### src/rtl/mux7_rr_scheduler.sv
// ---------------------------------------------------------------------------
// mux7_rr_scheduler
//
// Round-robin scheduler that shares one 7-to-1 selector among 7 requesters.
// The winner holds the selector for at most HOLD_CYCLES consecutive cycles
// while another requester is waiting. With no contender it keeps the selector
// for as long as it asks.
//
// Parameters:
//   HOLD_CYCLES - maximum tenure under contention, legal range 1..15
//
// Ports:
//   Clock     in   rising-edge system clock
//   Resetn    in   asynchronous active-low reset
//   Enable    in   0 releases any grant and blocks new grants
//   Req[6:0]  in   level-sensitive request vector, bit i = requester i
//   Grant     out  registered one-hot grant, all-zero when idle
//   MuxSelect out  registered index of the granted requester, 3'b111 when idle
//   Busy      out  registered, 1 while a grant is held
// ---------------------------------------------------------------------------
module mux7_rr_scheduler #(
    parameter int unsigned HOLD_CYCLES = 4
) (
    input  logic       Clock,
    input  logic       Resetn,
    input  logic       Enable,
    input  logic [6:0] Req,
    output logic [6:0] Grant,
    output logic [2:0] MuxSelect,
    output logic       Busy
);

    typedef enum logic {
        ST_IDLE  = 1'b0,
        ST_GRANT = 1'b1
    } state_t;

    localparam logic [3:0] CNT_RELOAD = 4'(HOLD_CYCLES - 1);
    localparam logic [2:0] SEL_IDLE   = 3'b111;

    state_t     state_q,      state_d;
    logic [2:0] last_q,       last_d;
    logic [3:0] cnt_q,        cnt_d;
    logic [6:0] grant_q,      grant_d;
    logic [2:0] mux_select_q, mux_select_d;
    logic       busy_q,       busy_d;

    // Circular first-one search starting just after 'last'.
    // Result bit 3 = a requester was found, bits 2:0 = its index.
    function automatic logic [3:0] rr_search(input logic [6:0] req,
                                             input logic [2:0] last);
        logic       found;
        logic [2:0] win;
        int         idx;
        found = 1'b0;
        win   = 3'd0;
        for (int k = 1; k <= 7; k++) begin
            idx = (int'(last) + k) % 7;
            if (!found && req[idx]) begin
                found = 1'b1;
                win   = 3'(idx);
            end
        end
        return {found, win};
    endfunction

    logic [6:0] owner_mask;
    logic       owner_req;
    logic [6:0] others_req;
    logic [3:0] pick_all;
    logic [3:0] pick_others;
    logic       load;
    logic [2:0] load_idx;
    logic       release_grant;

    always_comb begin
        // NOTE: every signal gets a default first so no path leaves one
        // unassigned; that is what keeps this block free of inferred latches.
        state_d       = state_q;
        last_d        = last_q;
        cnt_d         = cnt_q;
        grant_d       = grant_q;
        mux_select_d  = mux_select_q;
        busy_d        = busy_q;
        load          = 1'b0;
        load_idx      = 3'd0;
        release_grant = 1'b0;

        // The current owner is always Last while in ST_GRANT. Masking with a
        // shifted one avoids indexing Req with a 3-bit value that could be 7.
        owner_mask  = 7'b1 << last_q;
        owner_req   = |(Req & owner_mask);
        others_req  = Req & ~owner_mask;
        pick_all    = rr_search(Req, last_q);
        pick_others = rr_search(others_req, last_q);

        unique case (state_q)
            ST_IDLE: begin
                if (Enable && (|Req)) begin
                    load     = 1'b1;
                    load_idx = pick_all[2:0];
                end
            end
            ST_GRANT: begin
                if (!Enable) begin
                    release_grant = 1'b1;
                end else if (!owner_req) begin
                    // Owner finished: hand over without an idle cycle.
                    if (pick_others[3]) begin
                        load     = 1'b1;
                        load_idx = pick_others[2:0];
                    end else begin
                        release_grant = 1'b1;
                    end
                end else if (cnt_q == 4'd0) begin
                    // Tenure expired: rotate only if someone else is waiting,
                    // otherwise the owner keeps the grant and the count reloads.
                    if (pick_others[3]) begin
                        load     = 1'b1;
                        load_idx = pick_others[2:0];
                    end else begin
                        cnt_d = CNT_RELOAD;
                    end
                end else begin
                    cnt_d = cnt_q - 4'd1;
                end
            end
            default: begin
                release_grant = 1'b1;
            end
        endcase

        if (load) begin
            state_d      = ST_GRANT;
            last_d       = load_idx;
            cnt_d        = CNT_RELOAD;
            grant_d      = 7'b1 << load_idx;
            mux_select_d = load_idx;
            busy_d       = 1'b1;
        end

        // Last is deliberately kept on release so the next search resumes
        // after the previous owner.
        if (release_grant) begin
            state_d      = ST_IDLE;
            grant_d      = 7'd0;
            mux_select_d = SEL_IDLE;
            busy_d       = 1'b0;
        end
    end

    // NOTE: sequential state uses non-blocking assignments so every flop
    // samples the pre-edge value of every other flop.
    always_ff @(posedge Clock or negedge Resetn) begin
        if (!Resetn) begin
            // NOTE: only control state is reset here; there is no memory array
            // in this block, so every flop takes a defined reset value.
            state_q      <= ST_IDLE;
            last_q       <= 3'd6;
            cnt_q        <= 4'd0;
            grant_q      <= 7'd0;
            mux_select_q <= SEL_IDLE;
            busy_q       <= 1'b0;
        end else begin
            state_q      <= state_d;
            last_q       <= last_d;
            cnt_q        <= cnt_d;
            grant_q      <= grant_d;
            mux_select_q <= mux_select_d;
            busy_q       <= busy_d;
        end
    end

    assign Grant     = grant_q;
    assign MuxSelect = mux_select_q;
    assign Busy      = busy_q;

endmodule

### config.mk
export PLATFORM = sky130hd
export DESIGN_NAME = mux7_rr_scheduler
export DESIGN_NICKNAME = d
export VERILOG_FILES = /design/src/rtl/mux7_rr_scheduler.sv
export SDC_FILE = /design/constraint.sdc
export NUM_CORES = 1
export LEC_CHECK = 0
export ABC_AREA = 1
export CORE_MARGIN = 2
export CORE_UTILIZATION = 40
export CTS_CLUSTER_DIAMETER = 150
export CTS_CLUSTER_SIZE = 25
export DETAILED_ROUTE_END_ITERATION = 10
export PLACE_DENSITY = 0.55
export SLEW_MARGIN = 20
export SYNTH_ARGS = -nofsm -noshare
export SYNTH_HDL_FRONTEND = slang
export SYNTH_SLANG_ARGS = --single-unit
### constraint.sdc
create_clock -name Clock -period 11.2 [get_ports Clock]
set_input_delay 2.24 -clock Clock [delete_from_list [all_inputs] [get_ports Clock]]
set_output_delay 2.24 -clock Clock [all_outputs]
set_load 0.05 [all_outputs]
==> results.md, run 1 <==
- RePlAce Congestion: 0.909
- PortBufs: 20
- DR iter-0 viols: 324
- YS warnings: 0
- Post-Synthesis Mean Instance Area: 5.83 um2
- Number of storage elements in the synthesis netlist: 18
- Remaining antenna violation count after routing: 0
- Total DRC errors in the routed layout: 2
- Width of the chip: 106 um
- Hold Path Origin: Grant[2]
- Setup repair after global routing missed its margin: false
- Required time at the endpoint of the critical path: 11350 ps
- Resized Gates After CTS: 0
- Clock tree from TritonCTS: yes
- Number of detailed-route iterations in the first pass: 11
- Count of final setup violators: 0
- Residual overflow from global routing: 0
- CTS root buffer: sky130_fd_sc_hd__clkbuf_8
- Layout filler cell count: 1154
- CP Cell Sequence: clkdlybuf4s50_1 > inv_1 > nor2_1 > inv_1 > nand2_1 > o21ai_0 > nand2_1 > nand3_1 > nand2_1 > nand3_1 > nor2_1 > nor2_1 > nand3_1 > nor2_1 > nor2_1 > nor2_4 > nand3_1 > nand2_1
- Rel. slew slack: 0.358
- Total cell area at the placement stage: 4510 um2
- Slowest cell on the critical path: sky130_fd_sc_hd__clkdlybuf4s50_1
- Worst-case reg-to-reg path depth: 26
- Starting utilization of the core area: 0.409
- Share of cells above drive strength 1: 0.136
- Worst-case hold path end point: Grant[2]
- Critical register-to-register path startpoint: last_q[1]
- Arrival time at the worst endpoint: 5100 ps
- Startpoint type of the worst setup path: input pin
- Post-synth net total: 761
- Multi-input gate area in the final layout: 3280 um2
- Leading cell types in the layout, fill and taps excluded: sky130_fd_sc_hd__nand2_1, sky130_fd_sc_hd__nand3_1, sky130_fd_sc_hd__inv_1, sky130_fd_sc_hd__nor2_1
- Buffers plus inverters on the worst setup path: 3
- Clock insertion delay at the later pin of the skew report: 260 ps
- Failing checks: design-rule violations
- Critical path endpoint category: register
- Number of setup buffers added after CTS: 0
- Biggest fanout along the worst timing path: 7
- Slew at the pin closest to its max-slew limit: 939 ps
- Final count of pins violating max slew: 0
- Ports placed on the boundary: 21
- Global-route total usage across every layer: 0.223
- CTS Sinks: 18
- RR Endpoint: Grant[2]
- Area of the core region: 10300 um2
- Area used by sequential logic in the layout: 457 um2
- Sequential share of the synthesized area: 0.109
- Maximum number of pins on one net before global-route repair: 25
- Worst hold slack: 484 ps
- Final WL: 12400 um
- Initial antenna violation count: 0
- Hold Path Class: register to register
- TritonCTS Buffers: 3
- Die footprint: 11300 um2
- Post-CTS clock slew at the launch and capture registers of the worst setup and hold paths: 70 ps
- First-pass GRT wire length: 20800 um
- Cell occurring most often along the worst timing path: sky130_fd_sc_hd__nor2_1
- Run status: finished, violations left
- Synth cell types: 38
- Fin Setup TNS: 0 ps
- Slack of the worst reg-to-reg path: 6440 ps
- Area Growth Syn to Fin: 8.67%
- Top achievable clock speed: 202 MHz
- Crit-path max cell delay: 640 ps
- Most common cell after layout, fill and taps aside: sky130_fd_sc_hd__nand2_1
- Detailed Place HPWL: 10300 um
- Final clock skew: 4.33 ps
- Number of nets in the finished design: 778
- Final Hold Viols: 0
- Die outline height: 106 um
- Maximum level of the CTS H-tree: 1
- Via count: 4582
- Dominant delay contributor by cell family on the critical path: simple AND/OR/NAND/NOR gates
- Number of standard cells after synthesis: 720
- Number of buffers on the longest clock path: 2
- Post-Layout Inst Area: 4560 um2
- Hold Path Stages: 2
- Cell area after technology mapping: 4200 um2
- Cell row count: 37
- Routed WL per cell: 14.3 um
- Post-CTS Hold Fix Bufs: 0
- Crit Path Category: input pin to register
- Min Clock Period, post-route: 4950 ps
- Max cap viols: 0
- Diodes inserted: 0
- Post-route fraction of the period consumed by the critical path: 0.442
- Number of global-route vias before repair: 4354
- Number of vias per cell after detailed routing: 5.25
registers in the layout, summed over array words and instances, names as in the netlist:
signal	cells
last_q	3
Busy	1
cnt_q	4
MuxSelect	3
Grant	7
cell usage after synthesis (all sizes together):
master / instances / area share
inv: 102 / 0.092
xnor2: 1 / 0.0021
o21ai: 56 / 0.079
a21oi: 8 / 0.011
o21a: 1 / 0.0018
nand2: 270 / 0.28
o211ai: 7 / 0.013
nand3: 121 / 0.17
o22ai: 4 / 0.0074
dfstp: 5 / 0.031
dfrtp: 13 / 0.077
ha: 31 / 0.092
nor2: 55 / 0.062
nor3: 6 / 0.0072
xor2: 9 / 0.022
clkinv: 1 / 0.0021
a2111oi: 1 / 0.0021
o221ai: 1 / 0.0021
buf: 9 / 0.016
nand4: 19 / 0.035
layer usage:
metal  wire [um]  GRT usage  vias up
met5           0          0        -
met4         284     0.0603        0
met1        6250      0.321     2082
met3         396     0.0135       20
met2        5510      0.362      110
li1            -          -     2370
worst register-to-register path, stage by stage (launching register included):
cell and delay (ps):
sky130_fd_sc_hd__dfstp_2 650, sky130_fd_sc_hd__inv_2 160, sky130_fd_sc_hd__ha_1 610, sky130_fd_sc_hd__inv_1 250, sky130_fd_sc_hd__ha_1 260, sky130_fd_sc_hd__ha_1 190
sky130_fd_sc_hd__inv_1 90, sky130_fd_sc_hd__nand2_1 80, sky130_fd_sc_hd__xor2_1 180, sky130_fd_sc_hd__ha_1 200, sky130_fd_sc_hd__nand3_1 110, sky130_fd_sc_hd__nand2_1 100
sky130_fd_sc_hd__nand2_1 60, sky130_fd_sc_hd__nand2_2 200, sky130_fd_sc_hd__inv_1 190, sky130_fd_sc_hd__o21ai_0 350, sky130_fd_sc_hd__nand2_1 90, sky130_fd_sc_hd__nand2_1 60
sky130_fd_sc_hd__nand2_1 90, sky130_fd_sc_hd__nand3_2 100, sky130_fd_sc_hd__nand2_4 70, sky130_fd_sc_hd__inv_1 80, sky130_fd_sc_hd__nand2_1 60, sky130_fd_sc_hd__nor2_1 180
sky130_fd_sc_hd__nor2_4 80, sky130_fd_sc_hd__nand3_1 90, sky130_fd_sc_hd__nand2_1 50
layout make-up:
class,instances,area share
multi-input combinational,590,0.718
sequential,18,0.100
clock buffer,4,0.0121
timing repair buffer,21,0.0455
tap,136,0.0373
inverter,103,0.0869
metrics by stage:
step / worst slack (ps) / std cells / utilization
after global routing: 5950 / 872 / 0.444
after detailed placement: 6060 / 868 / 0.439
after global placement: 6040 / 868 / 0.439
after CTS: 6310 / 872 / 0.444
final: 6250 / 872 / 0.444
after floorplan: 7030 / 720 / -
worst max-delay path by stage:
| stage | startpoint | endpoint | cells past startpoint |
|---|---|---|---|
| CTS | Req[0] | Grant[1] | 18 |
| floorplan | last_q[0] | Grant[3] | 30 |
| finish | Req[0] | Grant[1] | 18 |
| detailed placement | Req[0] | Grant[1] | 18 |
| global placement | Req[0] | Grant[1] | 18 |
| global route | last_q[0] | Grant[1] | 27 |
logic make-up after synthesis:
group,count (synthesis),synth area share
compound gates,78,0.117
xor+xnor,10,0.0244
fa+ha+maj,31,0.0924
buf+inv,112,0.111
flops,18,0.109
simple gates,471,0.547
Power of run 1 is not shown: default switching activity piles up to over one toggle a cycle in this logic, so the estimate is an artifact.
==> inputs of run 2 (changes only) <==
Settings changed: PLACE_DENSITY 0.55 to 0.57.
Clock period 11.2 ns to 4.4 ns, I/O delays scaled along.
==> run 2 against run 1 <==
Compared with the run above:
- the flow now finishes without violations
- sequential cell count unchanged
- critical endpoint is now cnt_q[1]
- critical path type is now register to register
- core utilization rose by 2.2 points
- wire length is 12% higher
- global-route usage rose by 2.7 points
- non-clock buffer count grew 21
- sequential share of layout area shrank 0.45 points
- die area did not move
- clock-buffer cell count did not move
==> results.md, run 2 (synthesized netlist as in run 1, its figures left out) <==
- Required time at the endpoint of the critical path: 4540 ps (-6810 ps)
- Slew at the pin closest to its max-slew limit: 799 ps (-140 ps)
- RR Endpoint: cnt_q[1]
- Clock tree from TritonCTS: yes
- Leading cell types in the layout, fill and taps excluded: sky130_fd_sc_hd__nand2_1, sky130_fd_sc_hd__nand3_1, sky130_fd_sc_hd__inv_1, sky130_fd_sc_hd__nor2_1, sky130_fd_sc_hd__o21ai_0
- PortBufs: 20 (unchanged)
- Global-route total usage across every layer: 0.250 (+0.0269)
- Endpoint of the most critical setup path: cnt_q[1]
- Max cap viols: 0 (unchanged)
- Worst hold slack: 483 ps (-0.892 ps)
- RePlAce Congestion: 0.955 (+5.1%)
- CTS Sinks: 18 (unchanged)
- Number of detailed-route iterations in the first pass: 7 (-4)
- Met2 layer usage reported by global route: 0.428 (+0.0659)
- Final WL: 13900 um (+12%)
- First-pass GRT wire length: 22800 um (+9.5%)
- Layout filler cell count: 1120 (-2.9%)
- Total DRC errors in the routed layout: 0 (-2)
- Post-route fraction of the period consumed by the critical path: 0.934
- Final clock skew: 2.91 ps (-1.42 ps)
- Count of final setup violators: 0 (unchanged)
- Hold Path Class: register to register
- Share of cells above drive strength 1: 0.181 (+0.0451)
- Width of the chip: 106 um (unchanged)
- Post-Layout Inst Area: 4790 um2 (+5.0%)
- Cell row count: 37 (unchanged)
- Starting utilization of the core area: 0.409 (unchanged)
- Die footprint: 11300 um2 (unchanged)
- Top achievable clock speed: 243 MHz
- TritonCTS Buffers: 3 (unchanged)
- Arrival time at the worst endpoint: 4250 ps (-850 ps)
- Number of nets in the finished design: 799 (+2.7%)
- Number of vias per cell after detailed routing: 5.34 (+1.7%)
- Run status: complete, no violations
- Residual overflow from global routing: 0 (unchanged)
- Remaining antenna violation count after routing: 0 (unchanged)
- Area used by sequential logic in the layout: 458 um2 (+0.27%)
- Biggest fanout along the worst timing path: 10 (+3)
- Ports placed on the boundary: 21 (unchanged)
- Min Clock Period, post-route: 4110 ps
- Number of global-route vias before repair: 4534 (+4.1%)
- Flip-flop count of the largest register, all copies and words added: 7 (unchanged)
- Initial antenna violation count: 0 (unchanged)
- Slack of the worst reg-to-reg path: 290 ps (-6150 ps)
- Area of the core region: 10300 um2 (unchanged)
- Detailed Place HPWL: 11100 um (+8.6%)
- Met3 global-route usage: 0.0135 (unchanged)
- Maximum number of pins on one net before global-route repair: 19 (-24%)
- Via count: 4771 (+4.1%)
- Total cell area at the placement stage: 4650 um2 (+3.2%)
- Area Growth Syn to Fin: 14.1%
- Maximum level of the CTS H-tree: 1 (unchanged)
- Critical register-to-register path startpoint: last_q[1]
- Crit Path Category: register to register
- Worst-case reg-to-reg path depth: 25 (-3.8%)
- DR iter-0 viols: 312 (-3.7%)
- Multi-input gate area in the final layout: 3350 um2 (+2.1%)
- Number of buffers on the longest clock path: 2 (unchanged)
- Met1 GRT Util: 0.329 (+0.00830)
- Post-CTS clock slew at the launch and capture registers of the worst setup and hold paths: 70 ps (about the same)
- Hold Path Stages: 2 (unchanged)
- Diodes inserted: 0 (unchanged)
- Die outline height: 106 um (unchanged)
- Routed WL per cell: 15.6 um (+9.2%)
- Most common cell after layout, fill and taps aside: sky130_fd_sc_hd__nand2_1
- Final count of pins violating max slew: 0 (unchanged)
- Critical Path Source: last_q[1]
- Startpoint type of the worst setup path: register
- CTS root buffer: sky130_fd_sc_hd__clkbuf_8
- Final Hold Viols: 0 (unchanged)
- Peak-usage layer in the global routing report: met2
- Critical path endpoint category: register
- Clock insertion delay at the later pin of the skew report: 250 ps (about the same)
- Rel. slew slack: 0.466 (+0.108)
-- run 2: what timing repair did --
action / in CTS / in global routing
hold buffers: 0 / 0
buffers inserted: 0 / 2
setup endpoints to repair: 0 / 18
resized for setup: 0 / 22
-- run 2: per-layer routing --
metal  up-vias  part of all wire
met1      2180              0.43
met5         -                 0
met3        32             0.055
li1       2419                 -
met4         0             0.040
met2       140              0.47
-- run 2: how the worst min path moves through the flow --
stage	from	endpoint	slack, ps
2_1_floorplan	cnt_q[0]	cnt_q[0]	460
3_3_place_gp	Grant[0]	Grant[0]	470
3_5_place_dp	Grant[0]	Grant[0]	470
4_1_cts	Grant[0]	Grant[0]	490
5_1_grt	Grant[0]	Grant[0]	510
6_report	Grant[0]	Grant[0]	480
-- run 2: metrics by stage --
stage                     TNS [ps]  setup WS [ps]  std cells   util
after global routing         -29.8          -12.6        893  0.466
final                            0            289        893  0.466
after CTS                        0           95.3        891  0.458
after global placement           0            154        887  0.453
after floorplan                  0            232        720      -
after detailed placement         0            126        887  0.453
-- run 2: critical path, stage by stage (launching register included) --
cell and delay [ps]:
sky130_fd_sc_hd__dfstp_2 540, sky130_fd_sc_hd__buf_4 160, sky130_fd_sc_hd__ha_1 160, sky130_fd_sc_hd__ha_2 320, sky130_fd_sc_hd__ha_1 200, sky130_fd_sc_hd__ha_1 220, sky130_fd_sc_hd__inv_1 100, sky130_fd_sc_hd__nand2_2 80
sky130_fd_sc_hd__xor2_2 160, sky130_fd_sc_hd__ha_1 230, sky130_fd_sc_hd__nand3_2 120, sky130_fd_sc_hd__nand3_2 180, sky130_fd_sc_hd__nand2_4 200, sky130_fd_sc_hd__o21ai_0 90, sky130_fd_sc_hd__nand2_1 80, sky130_fd_sc_hd__nand2_1 60
sky130_fd_sc_hd__nand2_2 130, sky130_fd_sc_hd__inv_2 70, sky130_fd_sc_hd__nor2_4 140, sky130_fd_sc_hd__nand3_2 100, sky130_fd_sc_hd__nand2_4 100, sky130_fd_sc_hd__nand2_4 80, sky130_fd_sc_hd__o21ai_4 270, sky130_fd_sc_hd__inv_4 60
sky130_fd_sc_hd__nand2_1 80, sky130_fd_sc_hd__o21ai_2 50
-- run 2: final cells by class --
type / count / area share
clock buffers: 4 / 0.0115
inverters: 103 / 0.0828
multi-input cells: 590 / 0.698
flip-flops and latches: 18 / 0.0956
well taps: 136 / 0.0355
repair buffers: 42 / 0.0762
Power of run 2 is left out for the same reason.
==> inputs of run 3 (changes only) <==
Settings changed: TNS_END_PERCENT set to 30.
==> run 3 against run 2 <==
Compared with the run above:
- critical path depth rose by 1
- critical endpoint is now Grant[4]
- via count rose by 0.92%
- largest cell class unchanged
- clock-buffer cell count did not move
- highest routed layer unchanged
- clock skew barely moved
==> results.md, run 3 (synthesized netlist as in run 1, its figures left out) <==
- Required time at the endpoint of the critical path: 4590 ps (+50 ps)
- Run status: complete, no violations
- Met1 GRT Util: 0.329 (unchanged)
- Critical path endpoint category: register
- Final clock skew: 2.79 ps (-0.125 ps)
- Max cap viols: 0 (unchanged)
- Die outline height: 106 um (unchanged)
- Setup repair after global routing missed its margin: true
- Number of buffers on the longest clock path: 2 (unchanged)
- First-pass GRT wire length: 22800 um (unchanged)
- Crit Path Category: register to register
- Met2 layer usage reported by global route: 0.428 (unchanged)
- Number of detailed-route iterations in the first pass: 8 (+1)
- Critical Path Source: last_q[1]
- Total DRC errors in the routed layout: 0 (unchanged)
- Post-route fraction of the period consumed by the critical path: 0.930 (-0.00460)
- Post-CTS clock slew at the launch and capture registers of the worst setup and hold paths: 70 ps (about the same)
- Top achievable clock speed: 244 MHz (+0.49%)
- Width of the chip: 106 um (unchanged)
- Routed WL per cell: 15.6 um (-0.11%)
- Biggest fanout along the worst timing path: 10 (unchanged)
- Initial antenna violation count: 0 (unchanged)
- Clock tree from TritonCTS: yes
- Hold Path Class: register to register
- Post-Layout Inst Area: 4780 um2 (-0.21%)
- Met3 global-route usage: 0.0135 (unchanged)
- Area of the core region: 10300 um2 (unchanged)
- Number of global-route vias before repair: 4534 (unchanged)
- Slew at the pin closest to its max-slew limit: 800 ps (+1.34 ps)
- Hold Path Origin: Grant[0]
- Final Hold Viols: 0 (unchanged)
- Remaining antenna violation count after routing: 0 (unchanged)
- TritonCTS Buffers: 3 (unchanged)
- Fin Setup TNS: 0 ps (unchanged)
- Via count: 4815 (+0.92%)
- Critical register-to-register path startpoint: last_q[1]
- Setup WS post-layout: 309 ps (+20.3 ps)
- Dpl ws: 126 ps (unchanged)
- Cell row count: 37 (unchanged)
- Rel. slew slack: 0.465 (-0.000896)
- Min Clock Period, post-route: 4090 ps (-20.3 ps)
- Share of cells above drive strength 1: 0.178 (-0.00264)
- Final WL: 13900 um (-0.11%)
- Global-route total usage across every layer: 0.250 (unchanged)
- PortBufs: 20 (unchanged)
- Number of nets in the finished design: 799 (unchanged)
- Peak-usage layer in the global routing report: met2
- Ports placed on the boundary: 21 (unchanged)
- Maximum number of pins on one net before global-route repair: 19 (unchanged)
- Post-CTS Hold Fix Bufs: 0 (unchanged)
- Starting utilization of the core area: 0.409 (unchanged)
- Maximum level of the CTS H-tree: 1 (unchanged)
- CTS Sinks: 18 (unchanged)
- DR iter-0 viols: 297 (-4.8%)
- Residual overflow from global routing: 0 (unchanged)
- Flip-flop count of the largest register, all copies and words added: 7 (unchanged)
- Die footprint: 11300 um2 (unchanged)
- Startpoint type of the worst setup path: register
- CTS root buffer: sky130_fd_sc_hd__clkbuf_8
- Number of vias per cell after detailed routing: 5.39 (+0.92%)
- Clock insertion delay at the later pin of the skew report: 250 ps (about the same)
- Detailed Place HPWL: 11100 um (unchanged)
- Final count of pins violating max slew: 0 (unchanged)
- Area Growth Syn to Fin: 13.9%
- Diodes inserted: 0 (unchanged)
- Arrival time at the worst endpoint: 4280 ps (+30 ps)
- Count of final setup violators: 0 (unchanged)
- Leading cell types in the layout, fill and taps excluded: sky130_fd_sc_hd__nand2_1, sky130_fd_sc_hd__nand3_1, sky130_fd_sc_hd__inv_1, sky130_fd_sc_hd__nor2_1, sky130_fd_sc_hd__o21ai_0
- Most common cell after layout, fill and taps aside: sky130_fd_sc_hd__nand2_1
- Total cell area at the placement stage: 4650 um2 (unchanged)
- RePlAce Congestion: 0.955 (unchanged)
-- run 3: cell types whose count changed in the layout (fill, tap and decap cells not counted) --
cell	before	now
sky130_fd_sc_hd__nand2_2	24	23
sky130_fd_sc_hd__xor2_1	5	6
sky130_fd_sc_hd__xor2_2	4	3
sky130_fd_sc_hd__nand2_1	231	232
-- run 3: stage by stage --
stage	hold WS (ps)	cells	utilization
after global routing	513	893	0.465
after detailed placement	469	887	0.453
final	483	893	0.465
after CTS	486	891	0.458
after global placement	467	887	0.453
after floorplan	459	720	-
-- run 3: path summary, 6_finish.rpt --
kind,endpoint,slack (ps),depth (start not counted)
max,Grant[4],310,26
min,Grant[0],480,2
max reg2reg,Grant[4],310,26
min reg2reg,Grant[0],480,2
max in group asynchronous,last_q[0],2760,1
min in group asynchronous,Grant[0],1090,1
-- run 3: final cells by class --
cell class | count | area (um2)
Tap cell | 136 | 170
Inverter | 103 | 397
Clock buffer | 4 | 55.1
Sequential cell | 18 | 458
Fill cell | 1120 | 5500
Multi-Input combinational cell | 590 | 3340
Timing Repair Buffer | 42 | 365
-- run 3: critical path, stage by stage, from the launching register on --
cell                      delay (ps)
sky130_fd_sc_hd__dfstp_2         540
sky130_fd_sc_hd__buf_4           160
sky130_fd_sc_hd__ha_1            160
sky130_fd_sc_hd__ha_2            310
sky130_fd_sc_hd__ha_1            200
sky130_fd_sc_hd__ha_1            220
sky130_fd_sc_hd__inv_1           100
sky130_fd_sc_hd__nand2_2          90
sky130_fd_sc_hd__xor2_2          160
sky130_fd_sc_hd__ha_1            230
sky130_fd_sc_hd__nand3_2         120
sky130_fd_sc_hd__nand3_2         180
sky130_fd_sc_hd__nand2_4         200
sky130_fd_sc_hd__o21ai_0          90
sky130_fd_sc_hd__nand2_1          80
sky130_fd_sc_hd__nand2_1          60
sky130_fd_sc_hd__nand2_2         120
sky130_fd_sc_hd__inv_2            70
sky130_fd_sc_hd__nor2_4          160
sky130_fd_sc_hd__nand3_2         140
sky130_fd_sc_hd__nor2_1          120
sky130_fd_sc_hd__nor2_1           50
sky130_fd_sc_hd__nand2_1          70
sky130_fd_sc_hd__nand2_1         120
sky130_fd_sc_hd__nor2_2          160
sky130_fd_sc_hd__nand2_1          60
sky130_fd_sc_hd__nand2_1          60
-- run 3: layer usage --
layer,share of wire,wire length [um]
met4,0.039,545
met3,0.057,796
met1,0.43,5990
met2,0.47,6560
met5,0,0
-- run 3: what timing repair did --
item	4_1_cts	5_1_grt
setup endpoints to repair	0	18
resized for setup	0	20
setup buffers	0	2
Power of run 3 is left out for the same reason.
